<file path="config.mk">
export PLATFORM = sky130hd
export DESIGN_NAME = gmii_rx_framer
export DESIGN_NICKNAME = d
export VERILOG_FILES = /design/src/rtl/gmii_rx_framer.sv
export SDC_FILE = /design/constraint.sdc
export NUM_CORES = 1
export LEC_CHECK = 0
export ABC_AREA = 1
export ABC_CLOCK_PERIOD_IN_PS = 4400
export BUFFER_PORTS_ARGS = -buffer_cell sky130_fd_sc_hd__buf_2
export CAP_MARGIN = 5
export CORE_ASPECT_RATIO = 0.8
export CORE_MARGIN = 8
export CORE_UTILIZATION = 42
export CTS_CLUSTER_SIZE = 14
export DETAILED_ROUTE_END_ITERATION = 10
export HOLD_SLACK_MARGIN = 0.02
export PLACE_DENSITY_LB_ADDON = 0.15
export SYNTH_ARGS = -nofsm -noshare
export SYNTH_HDL_FRONTEND = slang
export SYNTH_SLANG_ARGS = --single-unit
export TNS_END_PERCENT = 20
</file>
<file path="constraint.sdc">
create_clock -name clock -period 4.4 [get_ports clock]
set_input_delay 0.44 -clock clock [delete_from_list [all_inputs] [get_ports clock]]
set_output_delay 0.44 -clock clock [all_outputs]
set_load 0.02 [all_outputs]
</file>
<file path="src/rtl/gmii_rx_framer.sv">
// GMII receive framer: strips preamble and SFD, streams DA..payload with the FCS held back,
// checks CRC-32 and frame length, and reports a one-cycle status strobe plus frame counters.
module gmii_rx_framer #(
    parameter int MIN_LEN = 64,
    parameter int MAX_LEN = 1518,
    parameter int MAX_PRE = 15
) (
    input  logic        clock,
    input  logic        reset,
    input  logic        rx_dv,
    input  logic [7:0]  rx_data,
    output logic        out_valid,
    output logic [7:0]  out_data,
    output logic        out_sof,
    output logic        done,
    output logic        done_ok,
    output logic [3:0]  done_err,
    output logic [10:0] done_len,
    output logic [15:0] cnt_ok,
    output logic [15:0] cnt_err
);

    typedef enum logic [2:0] {
        S_WAIT_IDLE,
        S_IDLE,
        S_PREAMBLE,
        S_DATA,
        S_DROP
    } state_t;

    localparam logic [10:0] MIN_LEN_L   = 11'(MIN_LEN);
    localparam logic [10:0] MAX_LEN_L   = 11'(MAX_LEN);
    localparam logic [7:0]  MAX_PRE_L   = 8'(MAX_PRE);
    localparam logic [31:0] CRC_RESIDUE = 32'hDEBB20E3;

    // One byte of the reflected CRC-32, LSB of the byte first.
    function automatic logic [31:0] crc_byte(input logic [31:0] crc, input logic [7:0] data);
        logic [31:0] c;
        c = crc ^ {24'd0, data};
        for (int i = 0; i < 8; i++)
            c = c[0] ? ((c >> 1) ^ 32'hEDB88320) : (c >> 1);
        return c;
    endfunction

    state_t          r_state;
    logic [7:0]      r_pre_cnt;
    logic [10:0]     r_len;
    logic [31:0]     r_crc;
    logic [3:0][7:0] r_dly;

    logic [10:0] w_len_inc;
    logic        w_eof;
    logic        w_no_sfd;
    logic        w_emit;
    logic [3:0]  w_frame_err;

    always_comb begin
        w_len_inc   = (r_len == 11'h7FF) ? r_len : r_len + 11'd1;
        w_eof       = (r_state == S_DATA) && !rx_dv;
        w_no_sfd    = !rx_dv && ((r_state == S_PREAMBLE) || (r_state == S_DROP));
        // The four newest bytes stay in the delay line so the FCS never reaches the output.
        w_emit      = (r_state == S_DATA) && rx_dv &&
                      (w_len_inc >= 11'd5) && (w_len_inc <= MAX_LEN_L);
        w_frame_err = {r_len > MAX_LEN_L, r_len < MIN_LEN_L, r_crc != CRC_RESIDUE, 1'b0};
    end

    // NOTE: every register here uses <=, so each branch reads the values from before the edge.
    always_ff @(posedge clock or posedge reset) begin
        if (reset) begin
            r_state   <= S_WAIT_IDLE;
            r_pre_cnt <= '0;
            r_len     <= '0;
            r_crc     <= '1;
            r_dly     <= '0;
            out_valid <= 1'b0;
            out_data  <= '0;
            out_sof   <= 1'b0;
            done      <= 1'b0;
            done_ok   <= 1'b0;
            done_err  <= '0;
            done_len  <= '0;
            cnt_ok    <= '0;
            cnt_err   <= '0;
        end else begin
            out_valid <= w_emit;
            out_sof   <= w_emit && (w_len_inc == 11'd5);
            if (w_emit)
                out_data <= r_dly[3];

            done <= w_eof || w_no_sfd;
            if (w_eof || w_no_sfd) begin
                done_err <= w_no_sfd ? 4'b0001 : w_frame_err;
                done_len <= w_no_sfd ? 11'd0 : r_len;
                if (!w_no_sfd && (w_frame_err == 4'd0)) begin
                    done_ok <= 1'b1;
                    cnt_ok  <= cnt_ok + 16'd1;
                end else begin
                    done_ok <= 1'b0;
                    cnt_err <= cnt_err + 16'd1;
                end
            end

            case (r_state)
                S_WAIT_IDLE: if (!rx_dv) r_state <= S_IDLE;
                S_IDLE: begin
                    if (rx_dv) begin
                        if (rx_data == 8'h55) begin
                            r_state   <= S_PREAMBLE;
                            r_pre_cnt <= 8'd1;
                        end else begin
                            r_state <= S_DROP;
                        end
                    end
                end
                S_PREAMBLE: begin
                    if (!rx_dv) begin
                        r_state <= S_IDLE;
                    end else if (rx_data == 8'h55) begin
                        if (r_pre_cnt >= MAX_PRE_L) r_state <= S_DROP;
                        else                        r_pre_cnt <= r_pre_cnt + 8'd1;
                    end else if (rx_data == 8'hD5) begin
                        r_state <= S_DATA;
                        r_len   <= '0;
                        r_crc   <= '1;
                    end else begin
                        r_state <= S_DROP;
                    end
                end
                S_DATA: begin
                    if (rx_dv) begin
                        r_len <= w_len_inc;
                        r_crc <= crc_byte(r_crc, rx_data);
                        r_dly <= {r_dly[2:0], rx_data};
                    end else begin
                        r_state <= S_IDLE;
                    end
                end
                S_DROP:  if (!rx_dv) r_state <= S_IDLE;
                default: r_state <= S_WAIT_IDLE;
            endcase
        end
    end

endmodule

</file>
# [Word-level counts from Yosys, hierarchy flattened]
# Cells that the tools add are included.
[op_classes] addsub=4 order_cmp=5 eq_ne=19 n_mux=36 bitwise=10 reduce_logical=22
[ops] cell="32-bit two-way mux" count=12
[ops] cell="13-bit NOT with 14-bit output" count=8
[ops] cell="11-bit two-way mux" count=6
[ops] cell="32-bit case mux with 2 select lines" count=1
[ops] cell="8-bit two-way mux" count=5
[ops] cell="16-bit by 1-bit adder with 16-bit output (second input constant)" count=2
[ops] cell="32-bit inequality test (second input constant)" count=1
[ops] cell="32-bit by 8-bit bitwise XOR with 32-bit output" count=1
[ops] cell="11-bit case mux with 2 select lines" count=1
[ops] cell="3-bit two-way mux" count=7
[ops] cell="8-bit case mux with 2 select lines" count=1
[ops] cell="2-bit inequality test (second input constant)" count=7
[ops] cell="11-bit by 1-bit adder with 11-bit output (second input constant)" count=1
[ops] cell="11-bit == test (second input constant)" count=1
[ops] cell="11-bit by 3-bit == test with 1-bit output (second input constant)" count=1
[ops] cell="11-bit by 3-bit greater-or-equal comparator with 1-bit output (second input constant)" count=1
[ops] cell="11-bit > comparator (second input constant)" count=1
[ops] cell="11-bit <= comparator (second input constant)" count=1
[ops] cell="11-bit by 7-bit < comparator with 1-bit output (second input constant)" count=1
[ops] cell="3-bit case mux with 3 select lines" count=1
[ops] cell="8-bit by 1-bit adder with 8-bit output (second input constant)" count=1
[ops] cell="8-bit by 7-bit == test with 1-bit output (second input constant)" count=1
[ops] cell="8-bit == test (second input constant)" count=1
[ops] cell="8-bit by 4-bit greater-or-equal comparator with 1-bit output (second input constant)" count=1
[ops] cell="other kinds (19)" count=32
[word_totals] reg_bits=145 in_bits=11 output_inout_bits=59 word_cells=113

# [Depth between registers and ports, before layout]
# Gate-level depths: netlist of the first run.
[logic_depth] word_depth=19 ltp_mapped=15 depth_no_buf=15

# [Worst setup path after synthesis of the first run]
# Ideal clock, no wire load.
[synth_path] kind="flip-flop to flip-flop" startpoint="register r_len[0]" endpoint="register cnt_ok[3]" setup_ns=0.118 arrival_time_ns=1.816 required_ns=4.282 path_slack_ns=2.466 stages_incl_launch_ff=13 n_path_buf=2 period_less_slack_ns=1.934 cell_sequence="dfrtp_1 -> buf_2 -> inv_1 -> ha_1 -> nand4_1 -> a21oi_1 -> o21ai_1 -> nand2_1 -> nor3b_4 -> nand3_2 -> buf_4 -> nand2_1 -> nand2_1"
[synth_via] elab_chain_len=4 elab_cells_between_ends=5 classes_between="2 x order compare; 3 x reduce/logical"
[synth_rtl] element="start, declared" line_no="47" rtl="logic [10:0] r_len;"
[synth_rtl] element="start signal, assigned" line_no="131" rtl="r_len <= w_len_inc;"
[synth_rtl] element="11-bit by 7-bit < comparator with 1-bit output or 11-bit > comparator (tied branches)" line_no="64" rtl="w_frame_err = {r_len > MAX_LEN_L, r_len < MIN_LEN_L, r_crc != CRC_RESIDUE, 1'b0};"
[synth_rtl] element="4-bit zero test *" line_no="94" rtl="if (!w_no_sfd && (w_frame_err == 4'd0)) begin"
[synth_rtl] element="1-bit logical AND *" line_no="94"
[synth_rtl] element="2-bit AND reduction (no line) *"
[synth_rtl] element="end signal, assigned" line_no="96" rtl="cnt_ok <= cnt_ok + 16'd1;"
[synth_rtl] element="end, declared" line_no="19" rtl="output logic [15:0] cnt_ok,"
# Mark *: on every way between the ends. The rest lies on a longest branch, timed or not.
# A chain may end at the register's enable or synchronous reset.

# [Final worst setup path of the first run]
[layout_path] startpoint="register r_state[1]" endpoint="register cnt_err[2]"
[layout_via] elab_chain_len=7 elab_cells_between_ends=11 classes_between="3 x eq/ne; 1 x bitwise; 7 x reduce/logical"
[layout_rtl] element="start, declared" line_no="45" rtl="state_t r_state;"
[layout_rtl] element="start signal, assigned" line_no="70" rtl="r_state <= S_WAIT_IDLE;"
[layout_rtl] element="start signal, assigned" line_no="104" rtl="S_WAIT_IDLE: if (!rx_dv) r_state <= S_IDLE;"
[layout_rtl] element="start signal, assigned" line_no="108" rtl="r_state <= S_PREAMBLE;"
[layout_rtl] element="3-bit by 2-bit == test with 1-bit output or 3-bit == test (tied branches)" line_no="60" rtl="w_no_sfd = !rx_dv && ((r_state == S_PREAMBLE) || (r_state == S_DROP));"
[layout_rtl] element="1-bit logical OR" line_no="60"
[layout_rtl] element="1-bit logical AND" line_no="60"
[layout_rtl] element="1-bit zero test" line_no="94"
[layout_rtl] element="1-bit logical AND" line_no="94"
[layout_rtl] element="1-bit NOT (no line)"
[layout_rtl] element="2-bit AND reduction (no line) *"
[layout_rtl] element="end signal, assigned" line_no="99" rtl="cnt_err <= cnt_err + 16'd1;"
[layout_rtl] element="end, declared" line_no="20" rtl="output logic [15:0] cnt_err"
# Marks and branches as above.

==> results of run 1 <==
==> metrics by stage <==
| step | hold slack, ns | utilization [%] | instances | worst slack, ns |
|---|---|---|---|---|
| after floorplan | 0.4422 | - | 978 | 0.1183 |
| after global placement | 0.4492 | 45.67 | 1284 | 1.734 |
| after detailed placement | 0.4589 | 45.67 | 1284 | 1.720 |
| after CTS | 0.2209 | 48.93 | 1315 | 1.741 |
| after global routing | 0.2230 | 48.93 | 1315 | 1.464 |
| final | 0.1618 | 48.93 | 1315 | 1.727 |
==> sequential cells by signal, indices dropped and copies added (netlist names) <==
| signal | cells |
|---|---|
| done | 1 |
| r_crc | 32 |
| done_len | 11 |
| out_data | 8 |
| r_dly | 32 |
| r_pre_cnt | 8 |
| done_err | 4 |
| r_len | 11 |
| cnt_ok | 16 |
| out_sof | 1 |
| out_valid | 1 |
| cnt_err | 16 |
| r_state | 3 |
| done_ok | 1 |
==> worst register-to-register path, stage by stage, from the launching register on <==
cell     delay, ns
dfrtp_1       0.39
inv_2         0.09
nor2_2        0.06
nor2_1        0.09
nor2_1        0.06
nand2_2       0.27
inv_2         0.10
nor2_4        0.38
inv_2         0.27
nand2_1       0.38
inv_2         0.26
nand3_1       0.14
nand2_1       0.07
==> power by group <==
group	switching (W)	internal, W	leakage [nW]
registers	0.000132	0.00150	1.81
logic	0.000676	0.000348	2.60
clock network	0.000576	0.000947	0.297
total	0.00138	0.00279	4.71
==> final timing paths <==
| check | to | from | cells past startpoint |
|---|---|---|---|
| max | cnt_err[2] | r_state[1] | 12 |
| min | out_sof | reset | 2 |
| max reg2reg | cnt_err[2] | r_state[1] | 12 |
| min reg2reg | r_dly[19] | r_dly[19] | 2 |
| max in group asynchronous | r_crc[6] | reset | 3 |
| min in group clock | r_dly[5] | rx_data[5] | 3 |
==> Yosys cell counts, types with 2 or more instances <==
cell and n:
o21ai_0 34, nor3_2 3, xnor2_4 3, ha_1 7
inv_1 120, nand3_2 4, o2111ai_1 2, dfstp_2 32
a21oi_1 13, clkbuf_1 12, nand3_1 48, buf_4 2
dfrtp_1 113, nand2_1 266, o211ai_1 2, xnor2_1 25
buf_2 12, o31ai_1 2, xor2_1 60, nor3_1 14
xnor2_2 4, inv_2 14, nor2_2 6, nand4_1 34
nor2_1 61, nor4_1 3, nand2_2 12, a22oi_1 4
o21ai_1 15, nor2_4 6, nand3b_1 4, o22ai_1 29
==> cell type report <==
class	count	area (um^2)	share of cell area [%]
Clock buffer	18	429.2	4.650
Clock inverter	13	185.2	2.007
Inverter	134	508.0	5.504
Multi-Input combinational cell	672	3725	40.36
Sequential cell	145	3669	39.75
Tap cell	258	322.8	3.498
Timing Repair Buffer	75	390.4	4.230
==> routing by layer <==
layer | share of wire [%] | wire, um
met5 | 0 | 0
met4 | 1.7 | 330
met2 | 41 | 7924
met1 | 52 | 9905
met3 | 5.4 | 1030
==> kinds of logic (layout without fill, tap and decap cells) <==
group / after synthesis / in the layout / share of synthesized area, %
simple gates: 466 / 466 / 26.29
buf+inv: 161 / 240 / 7.907
flops: 145 / 145 / 45.73
compound gates: 106 / 106 / 7.657
xor+xnor: 93 / 93 / 11.32
fa+ha+maj: 7 / 7 / 1.092
==> run_results.csv, run 1 <==
group,metric,value,unit
min_path,hp-class,"input pin to asynchronous set/reset pin",
synth,synth_edf_count,0,
synth,synth.distinct_cells,44,
clocking,cts_setup_buffers,0,
clocking,numCtsBuffers,17,
pwr,p_total,0.004174,W
synth,synth_flop_cell,"dfrtp_1",
global_routing,grt_pass1_vias,6198,
layout,stdcell_area,0.009229,mm^2
clocking,cts_tree,"built",
sta,worst_slew_pin_slew,0.8325,ns
synth,syn-cell-area,0.008023,mm^2
sta,tns,0,ns
worst_setup_path,crit_path_max_incr_delay,0.39,ns
worst_setup_path,startpoint_type,"register",
sta,period_needed,2.673,ns
global_routing,grt_max_degree,92,
synth,synth_seq_cells,145,
worst_setup_path,cp_common_cell,"inv_2",
clocking,cts_resized,0,
layout,area_delta_synth_final,15.03,%
sta,finalHoldViolCount,0,
layout,mostFrequentLayoutCell,"nand2_1",
layout,final_cell_mix,"266 x nand2_1, 119 x inv_1, 113 x dfrtp_1, 69 x buf_2, 61 x nor2_1",
synth,ys_seq_area_share,45.73,%
layout,diodes,0,
die,die_y,139.6,um
die,core_area,0.01886,mm^2
worst_setup_path,cpLargestDelayFamily,"simple AND/OR/NAND/NOR gates",
die,die_w,170.5,um
sta,max_freq,374.1,MHz
sta,fin_crit_sh,60.76,%
synth,synth_area_per_cell,8.203,um^2
placement,dpl_cell_area,0.008615,mm^2
pwr,p_leak,4.708,nW
global_routing,grt.overflow.total,0,
worst_setup_path,critPathCaptureType,"register",
clocking,cts.path.max_buffers,2,
sta,rsz0062_at_grt,"no",
status,status,"complete, no violations",
die,dieArea,0.02381,mm^2
drt,vias,6541,
global_routing,top_usage_layer,"met1",
die,num_rows,45,
synth,syn_nets,996,
global_routing,met3_usage,3.053,%
clocking,hold_buffers,0,
placement,dpl.hpwl,13.62,mm
pwr,cellPowerDensity,452.3,mW/mm^2
placement,io_buffer_count,69,
synth,ys.warnings.count,0,
worst_setup_path,cp.required,4.70,ns
placement,gp_congestion,0.8863,
layout,drive_gt1_share,18.54,%
layout,nNetsFinal,1063,
sta,setup_violations,0,
global_routing,grt_use_met1,24.53,%
global_routing,antenna_found_initial,0,
global_routing,grt_pass1_wl,31.98,mm
sta,fin_skew,0.009243,ns
synth,netlist_top_cells_area,"dfrtp_1 35%, nand2_1 12%, dfstp_2 10%, xor2_1 6.6%, inv_1 5.6%",
global_routing,use_met2,23.21,%
worst_setup_path,critPathKind,"register to register",
clocking,h-tree-depth,4,
synth,netlist.area_leader.share,35.25,%
drt,wl,19.19,mm
drt,wire_per_inst,14.59,um
run,cap_violations,0,
worst_setup_path,path_buf_inv,4,
worst_setup_path,rrSetupSlack,1.73,ns
clocking,path_clk_slew,0.06,ns
die,initial_core_util,42.53,%
global_routing,grt_usage,16.54,%
sta,maxSlewHeadroom,44.50,%
drt,drt_iter0_markers,473,
sta,drv_slew,0,
synth,async_flop_share,100.0,%
clocking,clock-sinks,145,
drt,ant_nets,0,
pwr,vdd_drop_max,0.2619,mV
worst_setup_path,path_cells,"inv_2 -> nor2_2 -> nor2_1 -> nor2_1 -> nand2_2 -> inv_2 -> nor2_4 -> inv_2 -> nand2_1 -> inv_2 -> nand3_1 -> nand2_1",
clocking,clk_latency,0.43,ns
worst_setup_path,critPathSlowestCell,"dfrtp_1",
drt,viasPerCell,4.974,
drt,drc_errors,0,
worst_setup_path,crit_arrival,2.98,ns
synth,synth_cells,978,
die,boundaryPins,70,
worst_setup_path,cp_max_fo,22,
drt,drt_pre_antenna_iters,5,
synth,synth_top_area_cell,"dfrtp_1",
clocking,root_buffer,"clkbuf_16",
layout,fillers,1847,
Power figures use the tool's default switching activity.
==> run 2, diff against run 1 <==
--- a/config.mk
+++ b/config.mk
@@ -6,7 +6,7 @@
 export NUM_CORES = 1
 export LEC_CHECK = 0
 export ABC_AREA = 1
-export ABC_CLOCK_PERIOD_IN_PS = 4400
+export ABC_CLOCK_PERIOD_IN_PS = 2200
 export BUFFER_PORTS_ARGS = -buffer_cell sky130_fd_sc_hd__buf_2
 export CAP_MARGIN = 5
 export CORE_ASPECT_RATIO = 0.8
==> constraint.sdc (replaced) <==
create_clock -name clock -period 2.2 [get_ports clock]
set_input_delay 0.22 -clock clock [delete_from_list [all_inputs] [get_ports clock]]
set_output_delay 0.22 -clock clock [all_outputs]
set_load 0.02 [all_outputs]
==> run_results.csv, run 2 (synthesis gave the netlist of run 1 again) <==
group,metric,value,unit
pwr,p_sw_share,33.48,%
drt,ant_nets,0,
clocking,cts_tree,"built",
sta,worst_slew_pin_slew,0.5188,ns
sta,drv_slew,0,
placement,dpl.hpwl,13.70,mm
worst_setup_path,critPathKind,"register to register",
die,boundaryPins,70,
sta,maxSlewHeadroom,65.24,%
worst_setup_path,cp.required,2.52,ns
worst_setup_path,reg2reg_depth,10,
die,dieArea,0.02381,mm^2
die,core_area,0.01886,mm^2
clocking,path_clk_slew,0.06,ns
global_routing,grt.overflow.total,0,
clocking,root_buffer,"clkbuf_16",
status,status,"complete, no violations",
run,cap_violations,0,
layout,fillers,1829,
layout,final_cell_mix,"260 x nand2_1, 118 x inv_1, 113 x dfrtp_1, 69 x buf_2, 60 x xor2_1",
worst_setup_path,critPathCaptureType,"register",
clocking,clock-sinks,145,
pwr,p_sw,0.002803,W
layout,mostFrequentLayoutCell,"nand2_1",
pwr,p_comb_share,25.5,%
layout,drive_gt1_share,21.51,%
layout,area_delta_synth_final,18.57,%
sta,rsz0062_at_grt,"yes",
drt,drt_iter0_markers,549,
worst_setup_path,path_buf_inv,2,
die,die_w,170.5,um
layout,nNetsFinal,1088,
sta,fin_skew,0.009498,ns
layout,diodes,0,
worst_setup_path,crit_path_max_incr_delay,0.55,ns
pwr,pwr-share-seq,38.8,%
layout,largestRegisters,"r_crc x32, r_dly x32",
clocking,numCtsBuffers,17,
layout,multiInputGateArea,0.003800,mm^2
worst_setup_path,path_cells,"inv_2 -> nor3_2 -> nand4_1 -> nor3_4 -> nand2_2 -> nor3b_4 -> buf_6 -> nand3_4 -> nand2_1 -> nand2_1",
worst_setup_path,crit_arrival,2.37,ns
placement,gp_congestion,0.8712,
global_routing,grt_max_degree,78,
die,initial_core_util,42.53,%
pwr,cellPowerDensity,879.9,mW/mm^2
drt,viasPerCell,4.904,
pwr,intPower,0.005568,W
sta,holdWs,0.06812,ns
global_routing,antenna_found_initial,0,
sta,setup_violations,0,
pwr,vdd_drop_max,0.4949,mV
worst_setup_path,cp_common_cell,"nand2_1",
pwr,p_clk_share,35.7,%
worst_setup_path,critPathSlowestCell,"dfstp_2",
worst_setup_path,cpLargestDelayFamily,"simple AND/OR/NAND/NOR gates",
drt,wire_per_inst,14.28,um
min_path,holdPathStages,3,
worst_setup_path,startpoint_type,"register",
pwr,p_total,0.008371,W
drt,drc_errors,0,
drt,vias,6576,
worst_setup_path,cp_max_fo,7,
global_routing,grt_pass1_wl,31.95,mm
sta,finalHoldViolCount,0,
drt,drt_pre_antenna_iters,6,
die,die_y,139.6,um
worst_setup_path,worst-path-stages,10,
die,num_rows,45,
sta,period_needed,2.054,ns
global_routing,grt_usage,16.50,%
placement,io_buffer_count,69,
global_routing,grt_pass1_vias,6230,
sta,fin_crit_sh,93.38,%
clocking,h-tree-depth,4,
layout,seq_area,0.003669,mm^2
min_path,hp-class,"input pin to register",
pwr,p_leak,4.831,nW
drt,wl,19.15,mm
sta,tns,0,ns
clocking,cts.path.max_buffers,2,
layout,fin_util,50.43,%
sta,max_freq,486.8,MHz
clocking,clk_latency,0.43,ns
==> run 2: cell count changes in the layout (fill, tap and decap cells not counted), sizes merged, moves of 2 or more <==
cell,delta
clkbuf,+2
clkinv,-2
buf,+23
clkinvlp,+3
==> run 2: layer usage <==
metal | part of all wire, % | vias to the layer above | global-route usage, %
li1 | - | 3325 | -
met2 | 42 | 166 | 23.93
met4 | 0.53 | 0 | 3.871
met3 | 5.8 | 13 | 3.731
met1 | 51 | 3072 | 24.33
met5 | 0 | - | 0
==> run 2: power by group through the flow <==
stage                     sequential (W)  combinational (W)  clock (W)
after floorplan                  0.00340            0.00141          0
after detailed placement         0.00329            0.00210          0
after global placement           0.00329            0.00208          0
after CTS                        0.00325            0.00212    0.00305
final                            0.00325            0.00214    0.00299
after global routing             0.00329            0.00239    0.00317
==> run 2: layout make-up <==
cell class                 instances  area share, %
multi-input combinational        673          39.94
sequential                       145          38.56
timing repair buffer              99          6.405
inverter                         134          5.353
clock buffer                      20          4.696
tap                              258          3.393
clock inverter                    12          1.644
==> run 2: through the flow <==
stage	setup WS, ns	cells	area [um^2]
2_1_floorplan	0.1871	978	8026
3_3_place_gp	-0.04684	1300	8758
3_5_place_dp	-0.01538	1300	8758
4_1_cts	0.07139	1333	9392
5_1_grt	-0.03713	1341	9513
6_report	0.1457	1341	9513
==> run 2: timing repair <==
item,4_1_cts,5_1_grt
hold buffers,1,0
resized for setup,3,19
endpoints found under the setup margin,11,37
pin swaps,0,7
gates cloned,0,1
buffers inserted,0,7
endpoints found under the hold margin,113,0
==> run 2: final timing paths <==
kind / startpoint / to / slack (ns)
max in group asynchronous: reset / r_crc[23] / 1.32
min: rx_data[5] / r_dly[5] / 0.07
min in group asynchronous: reset / r_dly[29] / 0.47
min reg2reg: r_dly[11] / r_dly[11] / 0.47
max: r_crc[5] / cnt_ok[3] / 0.15
max reg2reg: r_crc[5] / cnt_ok[3] / 0.15
==> run 2: worst min-delay path, delay by kind of cell <==
| kind | cells | cell delay [ns] |
|---|---|---|
| buffers and inverters | 1 | 0.11 |
| AND/OR/NAND/NOR | 1 | 0.05 |
| AO/OA/AOI/OAI | 1 | 0.07 |
==> run 3, diff against run 2 <==
--- a/config.mk
+++ b/config.mk
@@ -15,6 +15,7 @@
 export CTS_CLUSTER_SIZE = 14
 export DETAILED_ROUTE_END_ITERATION = 10
 export HOLD_SLACK_MARGIN = 0.02
+export MAX_ROUTING_LAYER = met4
 export PLACE_DENSITY_LB_ADDON = 0.15
 export SYNTH_ARGS = -nofsm -noshare
 export SYNTH_HDL_FRONTEND = slang
==> run_results.csv, run 3 (synthesis gave the netlist of run 1 again) <==
group,metric,value,unit
status,status,"complete, no violations",
layout,diodes,0,
die,initial_core_util,42.53,%
clocking,cts_tree,"built",
sta,drv_slew,0,
layout,largestRegisters,"r_crc x32, r_dly x32",
min_path,holdPathStages,3,
min_path,hp-class,"input pin to register",
global_routing,grt_pass1_wl,31.99,mm
drt,viasPerCell,4.903,
placement,io_buffer_count,69,
worst_setup_path,path_cells,"inv_2 -> nor3_2 -> nand4_1 -> nor3_4 -> nand2_2 -> nor3b_4 -> buf_6 -> nand3_4 -> nand2_1 -> nand2_1",
global_routing,grt_pass1_vias,6234,
die,num_rows,45,
worst_setup_path,r2r_start,"r_crc[5]",
worst_setup_path,cp.required,2.51,ns
layout,final_cell_mix,"260 x nand2_1, 118 x inv_1, 113 x dfrtp_1, 69 x buf_2, 60 x xor2_1",
worst_setup_path,critPathCaptureType,"register",
clocking,clock-sinks,145,
sta,worst_slew_pin_slew,0.5193,ns
worst_setup_path,startpoint_type,"register",
layout,layout.cells.non_filler,1341,
worst_setup_path,cpLargestDelayFamily,"simple AND/OR/NAND/NOR gates",
run,cap_violations,0,
sta,fin_crit_sh,93.66,%
layout,nNetsFinal,1088,
pwr,vdd_drop_max,0.4935,mV
placement,dp.cells,1300,
sta,max_freq,485.3,MHz
clocking,numCtsBuffers,17,
worst_setup_path,critPathKind,"register to register",
drt,wire_per_inst,14.29,um
min_path,hold_path_end,"r_dly[5]",
pwr,cellPowerDensity,879.3,mW/mm^2
sta,finalHoldViolCount,0,
worst_setup_path,cp_max_fo,7,
sta,setup_ws,0.1394,ns
die,dieArea,0.02381,mm^2
worst_setup_path,rrSetupSlack,0.14,ns
drt,ant_nets,0,
layout,mostFrequentLayoutCell,"nand2_1",
min_path,worstHoldStart,"rx_data[5]",
global_routing,grt_usage,16.98,%
worst_setup_path,crit_arrival,2.37,ns
layout,area_delta_synth_final,18.57,%
sta,setup_violations,0,
placement,dpl.hpwl,13.70,mm
global_routing,grt.overflow.total,0,
clocking,root_buffer,"clkbuf_16",
worst_setup_path,cp_common_cell,"nand2_1",
worst_setup_path,timing.rr.end,"cnt_ok[3]",
pwr,p_leak,4.831,nW
worst_setup_path,crit_path_max_incr_delay,0.55,ns
worst_setup_path,path_buf_inv,2,
clocking,path_clk_slew,0.06,ns
sta,rsz0062_at_grt,"yes",
drt,drt_iter0_markers,529,
layout,drive_gt1_share,21.51,%
clocking,clk_latency,0.43,ns
sta,fin_skew,0.01070,ns
global_routing,grt_max_degree,78,
layout,fillers,1829,
die,core_area,0.01886,mm^2
sta,period_needed,2.061,ns
drt,vias,6575,
drt,drt_pre_antenna_iters,5,
die,die_y,139.6,um
worst_setup_path,reg2reg_depth,10,
clocking,h-tree-depth,4,
clocking,cts.path.max_buffers,2,
drt,drc_errors,0,
drt,wl,19.16,mm
sta,maxSlewHeadroom,65.21,%
die,boundaryPins,70,
placement,dpl_worst_slack,-0.01538,ns
die,die_w,170.5,um
global_routing,antenna_found_initial,0,
placement,gp_congestion,0.8854,
layout,fin_util,50.43,%
worst_setup_path,critPathSlowestCell,"dfstp_2",
==> run 3: area by class of cell <==
class / instances / area, um^2 / area share [%]
Inverter: 134 / 509.2 / 5.353
Timing Repair Buffer: 99 / 609.3 / 6.405
Tap cell: 258 / 322.8 / 3.393
Clock inverter: 12 / 156.4 / 1.644
Sequential cell: 145 / 3669 / 38.56
Clock buffer: 20 / 446.7 / 4.696
Multi-Input combinational cell: 673 / 3800 / 39.94
==> run 3: worst min-delay path, stage by stage <==
cell and delay, ns:
buf_2 0.11, nand2_1 0.06, o21ai_0 0.07
==> run 3: per-stage QoR <==
step	instance area, um^2	hold slack (ns)	TNS, ns	total power, W
finish	9513	0.06880	0	0.008365
global route	9513	0.06326	-0.1113	0.008852
CTS	9392	0.05185	0	0.008416
detailed placement	8758	0.3724	-0.04627	0.005383
global placement	8758	0.3662	-0.4033	0.005374
floorplan	8026	0.3410	0	0.004813
==> run 3: worst max-delay path by stage <==
stage / startpoint / endpoint / cells after the start
6_report: r_crc[5] / cnt_ok[3] / 10
2_1_floorplan: reset / cnt_err[0] / 1
4_1_cts: r_crc[6] / cnt_ok[1] / 9
3_3_place_gp: r_len[0] / out_data[1] / 13
5_1_grt: r_len[0] / out_data[1] / 14
3_5_place_dp: r_len[0] / out_data[1] / 13
==> run 3: routing by layer <==
layer,vias up,wire length (um),global-route usage (%)
met5,-,0,-
met4,0,128,3.871
met3,15,1053,3.674
met2,165,8072,23.93
met1,3071,9907,24.40
li1,3324,-,-
==> run 3: repair_timing <==
action	in CTS	in global routing
setup endpoints to repair	11	37
setup buffers	0	7
resized for setup	3	19
hold buffers	1	0
cloned	0	1
pin swaps	0	7
endpoints found under the hold margin	113	0
==> run 3: power by group <==
group,total [W],switching [W],leakage (nW),internal [W]
registers,0.00325,0.000256,1.81,0.00299
logic,0.00214,0.00138,2.74,0.000760
clock network,0.00298,0.00116,0.283,0.00182
total,0.00836,0.00280,4.83,0.00557
